[src/rtl/sram_stream_reader_if.sv]
// Bundle of command, SRAM-port and output-stream signals for the SRAM stream reader.
// master: the reader itself (drives SRAM controls, status and stream data).
// slave: the environment (command source, SRAM data return, stream sink).
interface sram_stream_reader_if #(
  parameter int DW = 8,
  parameter int AW = 5
);
  // command / status
  logic          start;
  logic [AW-1:0] base_addr;
  logic [AW:0]   len;
  logic          busy;
  logic          done;
  // SRAM port
  logic          csb;
  logic          wsb;
  logic [AW-1:0] raddr;
  logic [DW-1:0] rdata;
  // output stream
  logic [DW-1:0] m_data;
  logic          m_valid;
  logic          m_ready;

  modport master (
    input  start, base_addr, len, rdata, m_ready,
    output busy, done, csb, wsb, raddr, m_data, m_valid
  );

  modport slave (
    output start, base_addr, len, rdata, m_ready,
    input  busy, done, csb, wsb, raddr, m_data, m_valid
  );
endinterface

[src/rtl/sram_stream_reader.sv]
// Reads LEN consecutive SRAM words from BASE (wrapping at DEPTH) and streams them out valid/ready.
// Latency: start seen at edge T, read issued in the next cycle, first m_valid in the cycle after that.
// Backpressure: m_ready low holds m_data; reads are throttled so FIFO words plus the in-flight read never exceed 2.
module sram_stream_reader #(
  parameter int DW    = 8,
  parameter int AW    = 5,
  parameter int DEPTH = 32
) (
  input logic                  clk,
  input logic                  rst,
  sram_stream_reader_if.master bus
);
  typedef enum logic [1:0] {IDLE, READ, DRAIN} state_t;

  state_t        state_q;
  logic          busy_q;
  logic          done_q;
  logic [AW-1:0] cur_addr_q, cur_addr_d;
  logic [AW:0]   remaining_q, remaining_d;
  logic [AW-1:0] raddr_q;
  logic          inflight_q;
  logic [DW-1:0] fifo_q [2];
  logic          wr_ptr_q;
  logic          rd_ptr_q;
  logic [1:0]    count_q, count_d;

  logic [1:0]    occupancy;
  logic          bypass;
  logic          stream_vld;
  logic          pop;
  logic          push;
  logic          fifo_pop;
  logic          issue;
  logic          last_issue;
  logic          last_pop;

  // Credit, FIFO and address bookkeeping. When the FIFO is empty the word returning from the
  // SRAM is shown directly (rdata is already registered inside the SRAM) so a steady stream
  // runs at one word per cycle with only one read outstanding.
  always_comb begin
    occupancy   = count_q + {1'b0, inflight_q};
    bypass      = (count_q == 2'd0) && inflight_q;
    stream_vld  = (count_q != 2'd0) || inflight_q;
    pop         = stream_vld && bus.m_ready;
    push        = inflight_q && !(bypass && pop);
    fifo_pop    = pop && !bypass;
    issue       = (state_q == READ) && (occupancy < 2'd2);
    last_issue  = issue && (remaining_q == (AW+1)'(1));
    last_pop    = pop && (occupancy == 2'd1);

    count_d = count_q;
    case ({push, fifo_pop})
      2'b10:   count_d = count_q + 2'd1;
      2'b01:   count_d = count_q - 2'd1;
      default: count_d = count_q;
    endcase

    cur_addr_d  = cur_addr_q;
    remaining_d = remaining_q;
    if (state_q == IDLE && bus.start) begin
      cur_addr_d  = bus.base_addr;
      remaining_d = bus.len;
    end else if (issue) begin
      cur_addr_d  = (cur_addr_q == AW'(DEPTH - 1)) ? '0 : cur_addr_q + AW'(1);
      remaining_d = remaining_q - (AW+1)'(1);
    end
  end

  // Control FSM with registered busy/done; start is only looked at while idle.
  always_ff @(posedge clk) begin
    if (rst) begin
      state_q     <= IDLE;
      busy_q      <= 1'b0;
      done_q      <= 1'b0;
      cur_addr_q  <= '0;
      remaining_q <= '0;
    end else begin
      done_q      <= 1'b0;
      cur_addr_q  <= cur_addr_d;
      remaining_q <= remaining_d;
      case (state_q)
        IDLE: begin
          if (bus.start) begin
            if (bus.len != '0) begin
              state_q <= READ;
              busy_q  <= 1'b1;
            end else begin
              done_q  <= 1'b1;
            end
          end
        end
        READ: begin
          if (last_issue) state_q <= DRAIN;
        end
        DRAIN: begin
          if (last_pop) begin
            state_q <= IDLE;
            busy_q  <= 1'b0;
            done_q  <= 1'b1;
          end
        end
        default: state_q <= IDLE;
      endcase
    end
  end

  // In-flight flag, last issued address and the 2-entry output FIFO.
  always_ff @(posedge clk) begin
    if (rst) begin
      inflight_q <= 1'b0;
      raddr_q    <= '0;
      fifo_q[0]  <= '0;
      fifo_q[1]  <= '0;
      wr_ptr_q   <= 1'b0;
      rd_ptr_q   <= 1'b0;
      count_q    <= 2'd0;
    end else begin
      inflight_q <= issue;
      if (issue) raddr_q <= cur_addr_q;
      if (push) begin
        fifo_q[wr_ptr_q] <= bus.rdata;
        wr_ptr_q         <= ~wr_ptr_q;
      end
      if (fifo_pop) rd_ptr_q <= ~rd_ptr_q;
      count_q <= count_d;
    end
  end

  assign bus.csb     = ~issue;
  assign bus.wsb     = 1'b1;
  assign bus.raddr   = issue ? cur_addr_q : raddr_q;
  assign bus.m_valid = stream_vld;
  assign bus.m_data  = bypass ? bus.rdata : fifo_q[rd_ptr_q];
  assign bus.busy    = busy_q;
  assign bus.done    = done_q;
endmodule

[src/flat_wrapper.sv]
// flat-port wrapper written by rule: the top's interface ports become plain ports
module sram_stream_reader_flat 
#(
  parameter int DW    = 8,
  parameter int AW    = 5,
  parameter int DEPTH = 32
)
  (clk, rst, bus_start, bus_base_addr, bus_len, bus_rdata, bus_m_ready, bus_busy, bus_done, bus_csb, bus_wsb, bus_raddr, bus_m_data, bus_m_valid);
  sram_stream_reader_if #(.DW(DW), .AW(AW)) bus_i ();
  input logic clk;
  input logic rst;
  input wire logic [$bits(bus_i.start)-1:0] bus_start;
  input wire logic [$bits(bus_i.base_addr)-1:0] bus_base_addr;
  input wire logic [$bits(bus_i.len)-1:0] bus_len;
  input wire logic [$bits(bus_i.rdata)-1:0] bus_rdata;
  input wire logic [$bits(bus_i.m_ready)-1:0] bus_m_ready;
  output wire logic [$bits(bus_i.busy)-1:0] bus_busy;
  output wire logic [$bits(bus_i.done)-1:0] bus_done;
  output wire logic [$bits(bus_i.csb)-1:0] bus_csb;
  output wire logic [$bits(bus_i.wsb)-1:0] bus_wsb;
  output wire logic [$bits(bus_i.raddr)-1:0] bus_raddr;
  output wire logic [$bits(bus_i.m_data)-1:0] bus_m_data;
  output wire logic [$bits(bus_i.m_valid)-1:0] bus_m_valid;
  assign bus_i.start = bus_start;
  assign bus_i.base_addr = bus_base_addr;
  assign bus_i.len = bus_len;
  assign bus_i.rdata = bus_rdata;
  assign bus_i.m_ready = bus_m_ready;
  assign bus_busy = bus_i.busy;
  assign bus_done = bus_i.done;
  assign bus_csb = bus_i.csb;
  assign bus_wsb = bus_i.wsb;
  assign bus_raddr = bus_i.raddr;
  assign bus_m_data = bus_i.m_data;
  assign bus_m_valid = bus_i.m_valid;
  sram_stream_reader #(.DW(DW), .AW(AW), .DEPTH(DEPTH)) u_core (.clk(clk), .rst(rst), .bus(bus_i));
endmodule
[config.mk]
export PLATFORM = sky130hd
export DESIGN_NAME = sram_stream_reader_flat
export DESIGN_NICKNAME = d
export VERILOG_FILES = /design/src/rtl/sram_stream_reader_if.sv /design/src/rtl/sram_stream_reader.sv /design/src/flat_wrapper.sv
export SDC_FILE = /design/constraint.sdc
export NUM_CORES = 1
export LEC_CHECK = 0
export BUFFER_PORTS_ARGS = -buffer_cell sky130_fd_sc_hd__buf_2
export CAP_MARGIN = 0
export CELL_PAD_IN_SITES_DETAIL_PLACEMENT = 2
export CELL_PAD_IN_SITES_GLOBAL_PLACEMENT = 2
export CORE_AREA = 5 5 77 97
export DETAILED_ROUTE_END_ITERATION = 10
export DIE_AREA = 0 0 82 102
export PLACE_DENSITY_LB_ADDON = 0.25
export SLEW_MARGIN = 20
export SYNTH_ARGS = -nofsm -noshare
export SYNTH_HDL_FRONTEND = slang
export SYNTH_SLANG_ARGS = --single-unit
[constraint.sdc]
create_clock -name clk -period 2.3 [get_ports clk]
set_input_delay 0.46 -clock clk [delete_from_list [all_inputs] [get_ports clk]]
set_output_delay 0.46 -clock clk [all_outputs]
set_load 0.005 [all_outputs]
==> flow_summary.yaml <==
final_layout:
  postLayoutCellArea_um2: 2580
  area_growth_pct: 21.5
  n_fill_cell: 756
  diodes: 0
  nets: 292
  drive_gt1_share_pct: 28.8
floorplan:
  pin_count: 41
  start_util_pct: 33.0
  die_area_um2: 8360
  coreArea_um2: 6440
  die_h_um: 102
  row_count: 33
  die_x_um: 82
cts:
  cts_max_path_buffers: 2
  clk_latency_ps: 300
  path_clk_slew_ps: 90
  cts_root_buffer: "clkbuf_8"
  h-tree-depth: 2
  numCtsBuffers: 5
  cts_tree: "built"
  cts.sinks: 42
pwr:
  power_frac_comb_pct: 24.6
  p_sw_share_pct: 31.9
  peakVddDrop_mv: 0.326
  total_switching_power_w: 0.000594
  p_per_area_nw_per_um2: 723
  p_seq_share_pct: 48.2
  internal-power_w: 0.00127
  p_leak_nw: 1.03
  clkPwrFrac_pct: 27.2
place:
  place_ws_ps: 91.4
  gp_congestion: 0.670
  hpwl_um: 4150
  port_buffers: 39
  place_area_um2: 2440
global_routing:
  antenna_found_initial: 0
  grt_pass1_wl_um: 9030
  gr-total-overflow: 0
  grtUsageTotal_pct: 14.3
  grt_max_degree: 21
  grt_pass1_vias: 1894
drt:
  drc: 0
  drt_pass1_iterations: 4
  vias_per_cell: 4.98
  wl_um: 5610
  drtIter0Drc: 61
  vias: 1749
  wire_per_inst_um: 16.0
  ant_nets: 0
timing:
  worst_slack_ps: 105
  fin_skew_ps: 13.1
  min_period_over_period_pct: 95.4
  slew_viol_final: 0
  finalSetupViolations: 0
  min_period_ps: 2200
  fmax_ghz: 0.456
  final_hold_viol_count: 0
synthesis:
  synth_mux_area_share_pct: 6.42
  synthAdderAreaFrac_pct: 3.54
  synth_cell_type_count: 46
  async_flop_share_pct: 0
  syn_inst: 215
  ys_seq_elements: 42
  synth-seq-area-share_pct: 47.1
  synth-compound-area-share_pct: 13.9
  synth_edf_count: 16
  synth_top_family_by_area: "simple AND/OR/NAND/NOR gates"
  syn_area_um2: 2120
  yosysWarnings: 0
  ys.flop_type: "dfxtp_1"
  postSynthAreaPerCell_um2: 9.88
  synth_xor_area_share_pct: 3.77
  yosys.area_share.simple_pct: 21.0
  syn-num-nets: 244
critical_path:
  cp_max_fo: 14
  arrival_ps: 1740
  worstSetupEndpointType: "output pin"
  start_kind: "flop"
  critPathSlowestCell: "dfxtp_4"
  path_delay_family: "flip-flops"
  path_class: "reg2out"
  cp.required_ps: 1840
  crit_buf_inv: 2
  critical_path.cell_chain: "ha_4 > xor2_4 > nor2_8 > inv_8 > mux2_1 > buf_2"
  critPathMaxStageDelay_ps: 360
flow_run:
  max_cap_violations: 0
min_path:
  holdCritPathClass: "in2reg"
run_status:
  status: "completed"
==> layout make-up <==
type / count / area, um^2 / area share (%)
Inverter: 7 / 33.8 / 1.31
Clock buffer: 5 / 68.8 / 2.67
Clock inverter: 3 / 25.0 / 0.970
Sequential cell: 42 / 1010 / 39.0
Tap cell: 87 / 109 / 4.22
Multi-Input combinational cell: 156 / 1050 / 40.7
Timing Repair Buffer: 51 / 285 / 11.1
==> power groups by stage <==
stage / Combinational, W / Clock [W] / Sequential, W
4_1_cts: 0.000458 / 0.000526 / 0.000900
6_report: 0.000459 / 0.000507 / 0.000898
3_3_place_gp: 0.000435 / 0 / 0.000910
5_1_grt: 0.000515 / 0.000559 / 0.000910
3_5_place_dp: 0.000445 / 0 / 0.000914
2_1_floorplan: 0.000300 / 0 / 0.000892
==> path summary, 6_finish.rpt <==
path                                       startpoint               endpoint  slack [ps]  depth (start not counted)
worst max register to register      u_core.count_q[1]      u_core.count_q[1]         480                          6
worst max-delay path                u_core.inflight_q           bus_raddr[3]         100                          6
worst min-delay path                       bus_len[0]  u_core.remaining_q[0]         400                          3
worst min register to register  u_core.remaining_q[1]  u_core.remaining_q[1]         490                          2
==> stage by stage <==
| step | std cells | total power [W] | utilization, % | hold slack, ps | TNS [ps] |
|---|---|---|---|---|---|
| 2_1_floorplan | 215 | 0.00119 | - | 445 | 0 |
| 3_3_place_gp | 340 | 0.00134 | 37.9 | 467 | 0 |
| 3_5_place_dp | 340 | 0.00136 | 37.9 | 477 | 0 |
| 4_1_cts | 349 | 0.00188 | 39.7 | 392 | 0 |
| 5_1_grt | 351 | 0.00198 | 40.1 | 404 | -14.8 |
| 6_report | 351 | 0.00186 | 40.1 | 399 | 0 |
==> worst register-to-register path, stage by stage, from the launching register on <==
cell,delay [ps]
dfxtp_1,450
buf_4,210
nor2_1,70
nor2_1,200
ha_1,310
or3_1,370
a21oi_1,140
==> synth_stat cells (2+ instances only) <==
master	n	area [um^2]
dfxtp_1	26	521
and2_1	22	138
o21ai_0	20	100
nand2_1	19	71.3
edfxtp_1	16	480
a21oi_1	13	65.1
nor2_1	12	45.0
mux2i_1	8	80.1
ha_1	6	75.1
inv_1	6	22.5
or3_1	6	37.5
clkbuf_1	5	18.8
a31oi_1	4	25.0
mux2_1	3	33.8
nand3_1	3	15.0
nor4_1	3	18.8
xnor2_1	3	26.3
xor2_1	3	26.3
a211oi_1	2	15.0
a2bb2oi_1	2	17.5
buf_1	2	7.51
buf_6	2	22.5
mux2_2	2	22.5
nand4_1	2	12.5
nor2b_1	2	12.5
nor3_1	2	10.0
or2_2	2	12.5
==> per-layer routing <==
| metal | wire, um | global-route usage, % |
|---|---|---|
| met1 | 2270 | 15.3 |
| met2 | 3130 | 27.3 |
| met3 | 155 | 2.56 |
| met4 | 52 | 4.99 |
| met5 | 0 | 0 |
==> cell families (layout without fill, tap and decap cells) <==
kind of cell,count (synthesis),after routing
flip-flops,42,42
buffers and inverters,17,66
XOR/XNOR,7,7
AND/OR/NAND/NOR,80,80
adder cells (fa/ha/maj),6,6
multiplexers,13,13
other,1,1
AO/OA/AOI/OAI,49,49
==> state kept, by name, summed over array words and instances (netlist names), named ones only <==
signal / count
u_core.fifo_q: 16
u_core.rd_ptr_q: 1
u_core.count_q: 2
u_core.bus.busy: 1
u_core.cur_addr_q: 5
u_core.remaining_q: 6
u_core.raddr_q: 5
u_core.bus.done: 1
u_core.inflight_q: 1
u_core.wr_ptr_q: 1
u_core.state_q: 2
==> placed cells by master (no fill, tap or decap), drive strengths merged, types with 5 or more instances in the layout <==
| master | instances |
|---|---|
| nor2 | 13 |
| inv | 8 |
| ha | 6 |
| mux2 | 5 |
| or3 | 6 |
| clkbuf | 5 |
| nand2 | 19 |
| edfxtp | 16 |
| dfxtp | 26 |
| o21ai | 20 |
| and2 | 22 |
| mux2i | 8 |
| buf | 51 |
| a21oi | 13 |
==> what timing repair did <==
item                       CTS  global route
pin swaps                    0             2
buffers inserted             1             2
hold buffers                 0             0
gates resized for setup      5             4
cloned                       0             0
setup endpoints to repair    7             5
(Power assumes the default switching activity.)
